**src/rtl/seg_arb_pkg.sv**
```systemverilog
// Shared types and constants for the 7-segment display arbiter.
// Consumers import seg_arb_pkg::* for the state enum and segment byte type.
package seg_arb_pkg;

    typedef enum logic [1:0] {
        ARB_IDLE  = 2'd0,
        ARB_OWNED = 2'd1,
        ARB_GAP   = 2'd2
    } arb_state_t;

    typedef logic [7:0] seg_byte_t;

    // Segments are active-low, so all-ones turns every segment and the dot off.
    localparam seg_byte_t SEG_BLANK = 8'hFF;

    localparam int unsigned SEG_DIGITS  = 4;
    localparam int unsigned SEG_FRAME_W = 32;

endpackage

```
**src/rtl/seg_display_arbiter_if.sv**
```systemverilog
// Requester/display bus of the 7-segment arbiter.
// master = requesters + display controller side, slave = the arbiter.
interface seg_display_arbiter_if
    import seg_arb_pkg::*;
#(
    parameter int unsigned N_REQ = 4
) ();
    localparam int unsigned IDX_W = $clog2(N_REQ);

    logic                     tick;
    logic [N_REQ-1:0]         req;
    logic [32*N_REQ-1:0]      frame;
    logic [N_REQ-1:0]         grant;
    logic [IDX_W-1:0]         owner;
    logic                     busy;
    seg_byte_t                data_0;
    seg_byte_t                data_1;
    seg_byte_t                data_2;
    seg_byte_t                data_3;

    modport master (
        output tick, req, frame,
        input  grant, owner, busy, data_0, data_1, data_2, data_3
    );

    modport slave (
        input  tick, req, frame,
        output grant, owner, busy, data_0, data_1, data_2, data_3
    );

endinterface

```
**src/rtl/seg_rr_picker.sv**
```systemverilog
// Combinational round-robin picker: first requester at or after rr_ptr,
// wrapping N_REQ-1 -> 0 (N_REQ need not be a power of two).
module seg_rr_picker #(
    parameter  int unsigned N_REQ = 4,
    localparam int unsigned IDX_W = $clog2(N_REQ)
) (
    input  logic [N_REQ-1:0] req,
    input  logic [IDX_W-1:0] rr_ptr,
    output logic [N_REQ-1:0] pick_onehot_c,
    output logic [IDX_W-1:0] pick_idx_c,
    output logic             pick_valid_c
);

    logic [IDX_W:0] cand;

    // Scan from the farthest offset down so the nearest requester wins last.
    always_comb begin
        pick_idx_c   = '0;
        pick_valid_c = 1'b0;
        cand         = '0;
        for (int k = N_REQ - 1; k >= 0; k--) begin
            cand = {1'b0, rr_ptr} + (IDX_W+1)'(k);
            if (cand >= (IDX_W+1)'(N_REQ)) begin
                cand = cand - (IDX_W+1)'(N_REQ);
            end
            if (req[cand[IDX_W-1:0]]) begin
                pick_idx_c   = cand[IDX_W-1:0];
                pick_valid_c = 1'b1;
            end
        end
    end

    assign pick_onehot_c = pick_valid_c ? (N_REQ'(1) << pick_idx_c) : '0;

endmodule

```
**src/rtl/seg_display_arbiter.sv**
```systemverilog
// Round-robin owner of the 4-digit 7-seg display with min/max hold in ticks.
// Optional feature: define SEG_ARB_PRIO0_EN to make requester 0 urgent.
module seg_display_arbiter
    import seg_arb_pkg::*;
#(
    parameter int unsigned N_REQ    = 4,
    parameter int unsigned MIN_HOLD = 4,
    parameter int unsigned MAX_HOLD = 16
) (
    input logic                  clk,
    input logic                  rst,
    seg_display_arbiter_if.slave bus
);

    localparam int unsigned IDX_W  = $clog2(N_REQ);
    localparam int unsigned HOLD_W = $clog2(MAX_HOLD + 1);

    arb_state_t        state, state_n;
    logic [N_REQ-1:0]  grant, grant_n;
    logic [IDX_W-1:0]  owner, owner_n;
    logic [IDX_W-1:0]  rr_ptr, rr_ptr_n;
    logic              busy, busy_n;
    logic [HOLD_W-1:0] hold_cnt, hold_cnt_n;
    seg_byte_t         data_q [SEG_DIGITS];
    seg_byte_t         data_n [SEG_DIGITS];

    logic [N_REQ-1:0]       pick_onehot_c, idle_onehot_c;
    logic [IDX_W-1:0]       pick_idx_c, idle_idx_c, rr_next_c;
    logic                   pick_valid_c, idle_valid_c;
    logic [N_REQ-1:0]       owner_mask_c;
    logic                   owner_req_c, other_req_c, urgent_c;
    logic                   min_met_c, max_hit_c, release_c;
    logic [SEG_FRAME_W-1:0] owner_frame_c;

    seg_rr_picker #(.N_REQ(N_REQ)) u_picker (
        .req           (bus.req),
        .rr_ptr        (rr_ptr),
        .pick_onehot_c (pick_onehot_c),
        .pick_idx_c    (pick_idx_c),
        .pick_valid_c  (pick_valid_c)
    );

`ifdef SEG_ARB_PRIO0_EN
    // Requester 0 jumps the queue in IDLE and evicts any other owner at once.
    assign idle_valid_c  = pick_valid_c | bus.req[0];
    assign idle_idx_c    = bus.req[0] ? '0 : pick_idx_c;
    assign idle_onehot_c = bus.req[0] ? N_REQ'(1) : pick_onehot_c;
    assign urgent_c      = bus.req[0] && (owner != '0);
`else
    assign idle_valid_c  = pick_valid_c;
    assign idle_idx_c    = pick_idx_c;
    assign idle_onehot_c = pick_onehot_c;
    assign urgent_c      = 1'b0;
`endif

    assign owner_mask_c  = N_REQ'(1) << owner;
    assign owner_req_c   = |(bus.req & owner_mask_c);
    assign other_req_c   = |(bus.req & ~owner_mask_c);
    assign owner_frame_c = bus.frame[{owner, 5'd0} +: SEG_FRAME_W];
    assign max_hit_c     = (hold_cnt == HOLD_W'(MAX_HOLD));
    assign rr_next_c     = (owner == IDX_W'(N_REQ - 1)) ? '0 : owner + IDX_W'(1);

    generate
        if (MIN_HOLD == 0) begin : g_no_min
            assign min_met_c = 1'b1;
        end else begin : g_min
            assign min_met_c = (hold_cnt >= HOLD_W'(MIN_HOLD));
        end
    endgenerate

    assign release_c = (!owner_req_c && min_met_c) || (max_hit_c && other_req_c) || urgent_c;

    // Next-state and next-output logic; every register holds by default.
    always_comb begin
        state_n    = state;
        grant_n    = grant;
        owner_n    = owner;
        rr_ptr_n   = rr_ptr;
        busy_n     = busy;
        hold_cnt_n = hold_cnt;
        data_n     = data_q;
        case (state)
            ARB_IDLE: begin
                if (idle_valid_c) begin
                    state_n    = ARB_OWNED;
                    grant_n    = idle_onehot_c;
                    owner_n    = idle_idx_c;
                    busy_n     = 1'b1;
                    hold_cnt_n = '0;
                end
            end
            ARB_OWNED: begin
                if (release_c) begin
                    state_n  = ARB_GAP;
                    grant_n  = '0;
                    busy_n   = 1'b0;
                    rr_ptr_n = rr_next_c;
                    for (int k = 0; k < SEG_DIGITS; k++) begin
                        data_n[k] = SEG_BLANK;
                    end
                end else begin
                    if (bus.tick && !max_hit_c) begin
                        hold_cnt_n = hold_cnt + HOLD_W'(1);
                    end
                    if (owner_req_c) begin
                        for (int k = 0; k < SEG_DIGITS; k++) begin
                            data_n[k] = owner_frame_c[8*k +: 8];
                        end
                    end
                end
            end
            ARB_GAP: begin
                state_n = ARB_IDLE;
            end
            default: begin
                state_n = ARB_IDLE;
            end
        endcase
    end

    always_ff @(posedge clk) begin
        if (rst) begin
            state    <= ARB_IDLE;
            grant    <= '0;
            owner    <= '0;
            rr_ptr   <= '0;
            busy     <= 1'b0;
            hold_cnt <= '0;
            for (int k = 0; k < SEG_DIGITS; k++) begin
                data_q[k] <= SEG_BLANK;
            end
        end else begin
            state    <= state_n;
            grant    <= grant_n;
            owner    <= owner_n;
            rr_ptr   <= rr_ptr_n;
            busy     <= busy_n;
            hold_cnt <= hold_cnt_n;
            for (int k = 0; k < SEG_DIGITS; k++) begin
                data_q[k] <= data_n[k];
            end
        end
    end

    assign bus.grant  = grant;
    assign bus.owner  = owner;
    assign bus.busy   = busy;
    assign bus.data_0 = data_q[0];
    assign bus.data_1 = data_q[1];
    assign bus.data_2 = data_q[2];
    assign bus.data_3 = data_q[3];

endmodule

```
**src/flat_wrapper.sv**
```systemverilog
// flat-port wrapper written by rule: the top's interface ports become plain ports
module seg_display_arbiter_flat import seg_arb_pkg::*;
#(
    parameter int unsigned N_REQ    = 4,
    parameter int unsigned MIN_HOLD = 4,
    parameter int unsigned MAX_HOLD = 16
)
  (clk, rst, bus_tick, bus_req, bus_frame, bus_grant, bus_owner, bus_busy, bus_data_0, bus_data_1, bus_data_2, bus_data_3);
  seg_display_arbiter_if #(.N_REQ(N_REQ)) bus_i ();
  input logic clk;
  input logic rst;
  input wire logic [$bits(bus_i.tick)-1:0] bus_tick;
  input wire logic [$bits(bus_i.req)-1:0] bus_req;
  input wire logic [$bits(bus_i.frame)-1:0] bus_frame;
  output wire logic [$bits(bus_i.grant)-1:0] bus_grant;
  output wire logic [$bits(bus_i.owner)-1:0] bus_owner;
  output wire logic [$bits(bus_i.busy)-1:0] bus_busy;
  output wire logic [$bits(bus_i.data_0)-1:0] bus_data_0;
  output wire logic [$bits(bus_i.data_1)-1:0] bus_data_1;
  output wire logic [$bits(bus_i.data_2)-1:0] bus_data_2;
  output wire logic [$bits(bus_i.data_3)-1:0] bus_data_3;
  assign bus_i.tick = bus_tick;
  assign bus_i.req = bus_req;
  assign bus_i.frame = bus_frame;
  assign bus_grant = bus_i.grant;
  assign bus_owner = bus_i.owner;
  assign bus_busy = bus_i.busy;
  assign bus_data_0 = bus_i.data_0;
  assign bus_data_1 = bus_i.data_1;
  assign bus_data_2 = bus_i.data_2;
  assign bus_data_3 = bus_i.data_3;
  seg_display_arbiter #(.N_REQ(N_REQ), .MIN_HOLD(MIN_HOLD), .MAX_HOLD(MAX_HOLD)) u_core (.clk(clk), .rst(rst), .bus(bus_i));
endmodule
```
**config.mk**
```make
export PLATFORM = sky130hd
export DESIGN_NAME = seg_display_arbiter_flat
export DESIGN_NICKNAME = d
export VERILOG_FILES = /design/src/rtl/seg_arb_pkg.sv /design/src/rtl/seg_display_arbiter_if.sv /design/src/rtl/seg_rr_picker.sv /design/src/rtl/seg_display_arbiter.sv /design/src/flat_wrapper.sv
export SDC_FILE = /design/constraint.sdc
export NUM_CORES = 1
export LEC_CHECK = 0
export CAP_MARGIN = 20
export CORE_MARGIN = 2
export CORE_UTILIZATION = 40
export CTS_BUF_LIST = sky130_fd_sc_hd__clkbuf_4 sky130_fd_sc_hd__clkbuf_8 sky130_fd_sc_hd__clkbuf_16
export CTS_CLUSTER_DIAMETER = 40
export DETAILED_ROUTE_END_ITERATION = 10
export PLACE_DENSITY = 0.94
export SLEW_MARGIN = 20
export SYNTH_ARGS = -nofsm -noshare
export SYNTH_HDL_FRONTEND = slang
export SYNTH_SLANG_ARGS = --single-unit
export TNS_END_PERCENT = 5
```
**constraint.sdc**
```tcl
create_clock -name clk -period 6.62 [get_ports clk]
set_input_delay 1.986 -clock clk [delete_from_list [all_inputs] [get_ports clk]]
set_output_delay 1.986 -clock clk [all_outputs]
set_load 0.03 [all_outputs]
```
# After elaboration in Yosys (flattened, before gate mapping)
# Cells that the tools add are included.
[word_totals]
out_inout_bits = 39
latchBits = 0
mem_bits_rw = 0
n_memories = 0
word_cells = 94
in_bits = 135
mem_bits_ro = 0
ff_bits = 48
[classes]
mux = 36
shifts = 3
n_eq_ne = 7
add_sub_neg = 9
div_mod_pow = 0
bitwise = 3
reduce_logical = 17
n_lt_le_gt_ge = 9
n_mul = 0
[op_table]
columns = ["operator", "n"]
rows = [
  ["128-bit by 8-bit variable part select with 32-bit output", 1],
  ["32-bit two-way mux", 2],
  ["2-bit two-way mux", 11],
  ["5-bit two-way mux", 3],
  ["2-bit by 3-bit less-than comparator with 1-bit output, second input constant", 4],
  ["1-bit two-way mux", 10],
  ["5-bit case mux with 2 select lines", 1],
  ["3-bit greater-or-equal comparator, second input constant", 3],
  ["4-bit AND", 2],
  ["1-bit binary-select mux with 2-bit select", 4],
  ["4-bit two-way mux", 2],
  ["4-bit case mux with 2 select lines", 1],
  ["2-bit AND reduction", 4],
  ["4-bit OR reduction", 2],
  ["1-bit by 2-bit << shifter with 4-bit output, first input constant", 2],
  ["2-bit by 1-bit subtractor with 2-bit output, second input constant", 4],
  ["2-bit by 2-bit adder with 3-bit output, second input constant", 2],
  ["2-bit by 1-bit inequality test with 1-bit output, second input constant", 3],
  ["5-bit by 1-bit adder with 5-bit output, second input constant", 1],
  ["5-bit equality test, second input constant", 1],
  ["5-bit by 3-bit greater-or-equal comparator with 1-bit output, second input constant", 1],
  ["4-bit inverter", 1],
  ["2-bit case mux with 2 select lines", 1],
  ["4-bit AND reduction", 1],
  ["other kinds (13)", 17],
]

# Longest topological paths before layout
[logic_depth]
ltp_word = 12
mapped_depth = 9

# Modules after synthesis
# A second synthesis with hierarchy kept.
[hier_totals]
cells_unflattened = 241
area_unflattened_um2 = 2756.4
[by_module_without_submodules]
columns = ["mod", "cells_per_inst", "area_per_inst_um2", "instances"]
rows = [
  ["seg_display_arbiter", 212, 2573.7, 1],
  ["seg_rr_picker", 29, 182.7, 1],
]

# Least setup slack after synthesis
# No wires, ideal clock.
[synth_path]
path_type = "input to register"
from = "input bus_req[3]"
to = "register u_core.rr_ptr[0]"
path_stages = 5
required_time_ns = 6.497
path_slack_ns = 3.296
arrival_ns = 3.201
path_cell_list = "buf_6 > and2b_1 > o41ai_4 > a21o_2 > mux2_1"
[synth_between]
elab_chain_cells = 6
word_cells_on_any_way = 9
[synth_lines]
columns = ["element", "line_no", "rtl"]
rows = [
  ["from (decl)", "flat_wrapper.sv:13", "input wire logic [$bits(bus_i.req)-1:0] bus_req;"],
  ["4-bit AND", "seg_display_arbiter.sv:57", "assign owner_req_c = |(bus.req & owner_mask_c);"],
  ["4-bit OR reduction", "seg_display_arbiter.sv:57", ""],
  ["1-bit zero test", "seg_display_arbiter.sv:71", "assign release_c = (!owner_req_c && min_met_c) || (max_hit_c && other_req_c) || urgent_c;"],
  ["1-bit logical AND", "seg_display_arbiter.sv:71", ""],
  ["1-bit logical OR *", "seg_display_arbiter.sv:71", ""],
  ["2-bit AND reduction (no source line) *", "n/a", ""],
  ["to (signal assigned)", "seg_display_arbiter.sv:136", "rr_ptr <= rr_ptr_n;"],
  ["to (decl)", "seg_display_arbiter.sv:21", "logic [IDX_W-1:0] rr_ptr, rr_ptr_n;"],
]
# Mark *: on every way between the ends. The rest lies on a longest branch, timed or not.
# A chain may end at the register's enable or synchronous reset.

# Worst setup path in the final report
[layout_path]
from = "input bus_req[3]"
to = "register u_core.data_q, in the netlist u_core.bus.data_1[3]"
[layout_between]
elab_chain_cells = 7
word_cells_on_any_way = 11
[layout_lines]
columns = ["element", "line_no", "rtl"]
rows = [
  ["4-bit AND", "seg_display_arbiter.sv:57", ""],
  ["4-bit OR reduction", "seg_display_arbiter.sv:57", ""],
  ["1-bit zero test", "seg_display_arbiter.sv:71", ""],
  ["1-bit logical AND", "seg_display_arbiter.sv:71", ""],
  ["1-bit logical OR", "seg_display_arbiter.sv:71", ""],
  ["2-bit nonzero test (no source line)", "n/a", ""],
  ["2-bit AND reduction (no source line)", "n/a", ""],
  ["to (signal, indexed assignment)", "seg_display_arbiter.sv:140", "data_q[k] <= data_n[k];"],
  ["to (decl)", "seg_display_arbiter.sv:24", "seg_byte_t data_q [SEG_DIGITS];"],
]
# Several ways; a longest one is shown, not always the timed one.

==> impl_metrics.json <==
{
  "fin_crit_ps": 3840,
  "grt_pass1_wl_mm": 13.3,
  "cts_resized": 0,
  "synth_area_leader_cell": "dfxtp_1",
  "synthCells": 222,
  "io_pins": 174,
  "multi_input_area_mm2": 0.00169,
  "synth_nets": 363,
  "critPathSlowestCell": "clkdlybuf4s50_1",
  "clk_pin_slew_ps": 80,
  "synth_top_area_share_pct": 34.3,
  "rr_worst_depth": 6,
  "fillers": 506,
  "cp-start-kind": "primary input",
  "antenna_found_initial": 0,
  "max-cap-violations": 0,
  "viasPerCell": 5.43,
  "routed_wl_mm": 9.14,
  "routedWlPerCell_um": 18.9,
  "holdPathStages": 2,
  "rsz0062_at_grt": "false",
  "ctsHoldBuffers": 0,
  "synth_area_mm2": 0.00281,
  "synth.avg_cell_area_um2": 12.6,
  "period_share_pct": 58.0,
  "power.density_mw_per_mm2": 174,
  "yosysWarningCount": 0,
  "clockBufferDepth": 2,
  "antenna_cells": 0,
  "yosysUniqueCellTypes": 53,
  "cts-root-buf": "clkbuf_8",
  "numCtsBuffers": 5,
  "ant_nets": 0,
  "post-cts-setup-buffers": 0,
  "grt_max_degree": 38,
  "slew_violations": 0,
  "dr.pass1.iters": 6,
  "crit_type": "primary input to flip-flop",
  "leakage_uw": 0.00162,
  "synth_edf_count": 0,
  "core_area_mm2": 0.00679,
  "ys_seq_elements": 48,
  "dieWidth_um": 87.7,
  "fin_tns_setup_ps": 0,
  "hpwl_mm": 7.34,
  "cts_tree": "done",
  "track_usage_pct": 22.7,
  "rows": 30,
  "hold_viol": 0,
  "fin_skew_ps": 2.88,
  "die_h_um": 87.7,
  "setup_viol": 0,
  "cp_max_fo": 32,
  "slowest_delay_ps": 580,
  "grt-ovfl-total": 0,
  "gp_congestion": 0.940,
  "irDropWorstVdd_uv": 89.1,
  "cp_cell_sequence": "clkdlybuf4s50_1 > and2b_1 > o41ai_4 > nand3_4 > o22a_2",
  "io_buffers": 173,
  "vias": 2628,
  "place_area_mm2": 0.00454,
  "tightest_slew_ps": 722,
  "htree_levels": 2,
  "cp.arrival_ps": 4030,
  "synthTopCellsByArea": "dfxtp_1, mux4_2, o22a_1",
  "synth_ff_type": "dfxtp_1",
  "end_kind": "flip-flop",
  "start_util_pct": 41.3,
  "max_slew_margin_pct": 50.6,
  "clk_latency_ps": 290,
  "grt_pass1_vias": 2642,
  "worst_ep_required_time_ps": 6810,
  "drcViolationCount": 0,
  "final_cell_area_mm2": 0.00463,
  "hp-class": "flip-flop to flip-flop",
  "drive_above_1_share_pct": 16.2,
  "outcome": "finished clean",
  "clock_sinks": 48,
  "whs_ps": 473,
  "area_growth_pct": 64.9,
  "drt_iter0_drc": 126,
  "ys_seq_area_share_pct": 34.3,
  "async_flop_share_pct": 0,
  "finalNetCount": 529,
  "fmaxAchievable_mhz": 260,
  "regArea_um2": 962,
  "die_area_mm2": 0.00770
}
[registers in the layout (all words and copies together) (netlist names)]
| register | count |
|---|---|
| u_core.hold_cnt | 5 |
| u_core.bus.data_3 | 8 |
| u_core.bus.data_1 | 8 |
| u_core.state | 2 |
| u_core.bus.data_2 | 8 |
| u_core.bus.busy | 1 |
| u_core.rr_ptr | 2 |
| u_core.bus.grant | 4 |
| u_core.bus.data_0 | 8 |
| u_core.bus.owner | 2 |
[routing by layer]
metal / share of wire, % / track usage [%] / vias to the layer above / wire (um)
li1: - / - / 1227 / -
met1: 36 / 25.8 / 1261 / 3320
met2: 53 / 41.0 / 126 / 4860
met3: 8.5 / 6.13 / 14 / 779
met4: 2.0 / 7.41 / 0 / 181
met5: 0 / 0 / - / 0
[worst max-delay path, delay by kind of cell]
| family | cells | cell delay [ps] |
|---|---|---|
| AOI/OAI and AO/OA | 2 | 790 |
| buffers and inverters | 1 | 580 |
| and+or+nand+nor | 2 | 670 |
[cell type report]
class,count,share of cell area [%]
inverter,8,0.649
timing repair buffer,175,37.8
sequential,48,20.8
multi-input combinational,150,36.4
clock inverter,1,0.108
clock buffer,6,1.65
tap,96,2.60
[Yosys cell counts (all sizes together) (3+ instances only)]
cell,count
dfxtp,48
mux4,32
o22a,32
nand2,15
buf,12
nor2,9
inv,8
ha,6
nor2b,6
clkbuf,4
nand3,4
o21ai,4
a21oi,3
nor4,3
[through the flow]
stage	instances	power, uW	util (%)	setup WS [ps]
CTS	484	814	68.1	2770
global route	484	844	68.1	2690
finish	484	806	68.1	2780
detailed placement	477	648	66.9	2460
global placement	477	639	66.9	2540
floorplan	222	501	-	3300
[layout by cell type (no fill, tap or decap), types with 3 or more instances in the layout]
cell	Yosys	layout
clkdlybuf4s50_1	0	173
dfxtp_1	48	47
mux4_2	32	32
o22a_1	27	27
nand2_1	14	14
nor2_1	9	9
inv_1	8	8
ha_1	6	6
o22a_2	5	5
clkbuf_8	1	5
o21ai_0	4	4
nor2b_1	4	4
nor4_1	3	3
nand3_1	3	3
[cell families (layout without fill, tap and decap cells)]
logic type,Yosys count,count (layout),share of synthesized area (%)
mux,34,34,26.4
xor+xnor,2,2,0.625
buf+inv,24,190,5.66
compound gates,60,60,20.3
fa+ha+maj,6,6,2.68
flops,48,48,34.3
simple gates,48,48,10.0
[path summary, 6_finish.rpt]
check	start	end	slack (ps)
hold / removal	u_core.bus.busy	u_core.bus.busy	470
setup / recovery	bus_req[3]	u_core.bus.data_1[3]	2780
hold reg to reg	u_core.bus.busy	u_core.bus.busy	470
setup reg to reg	u_core.bus.owner[0]	u_core.bus.data_1[3]	3850
[power by group]
group | total (uW) | switching [uW] | internal, uW
Combinational | 311 | 137 | 174
Sequential | 329 | 14.3 | 315
Clock | 166 | 89.7 | 76.1
Power figures use the tool's default switching activity.
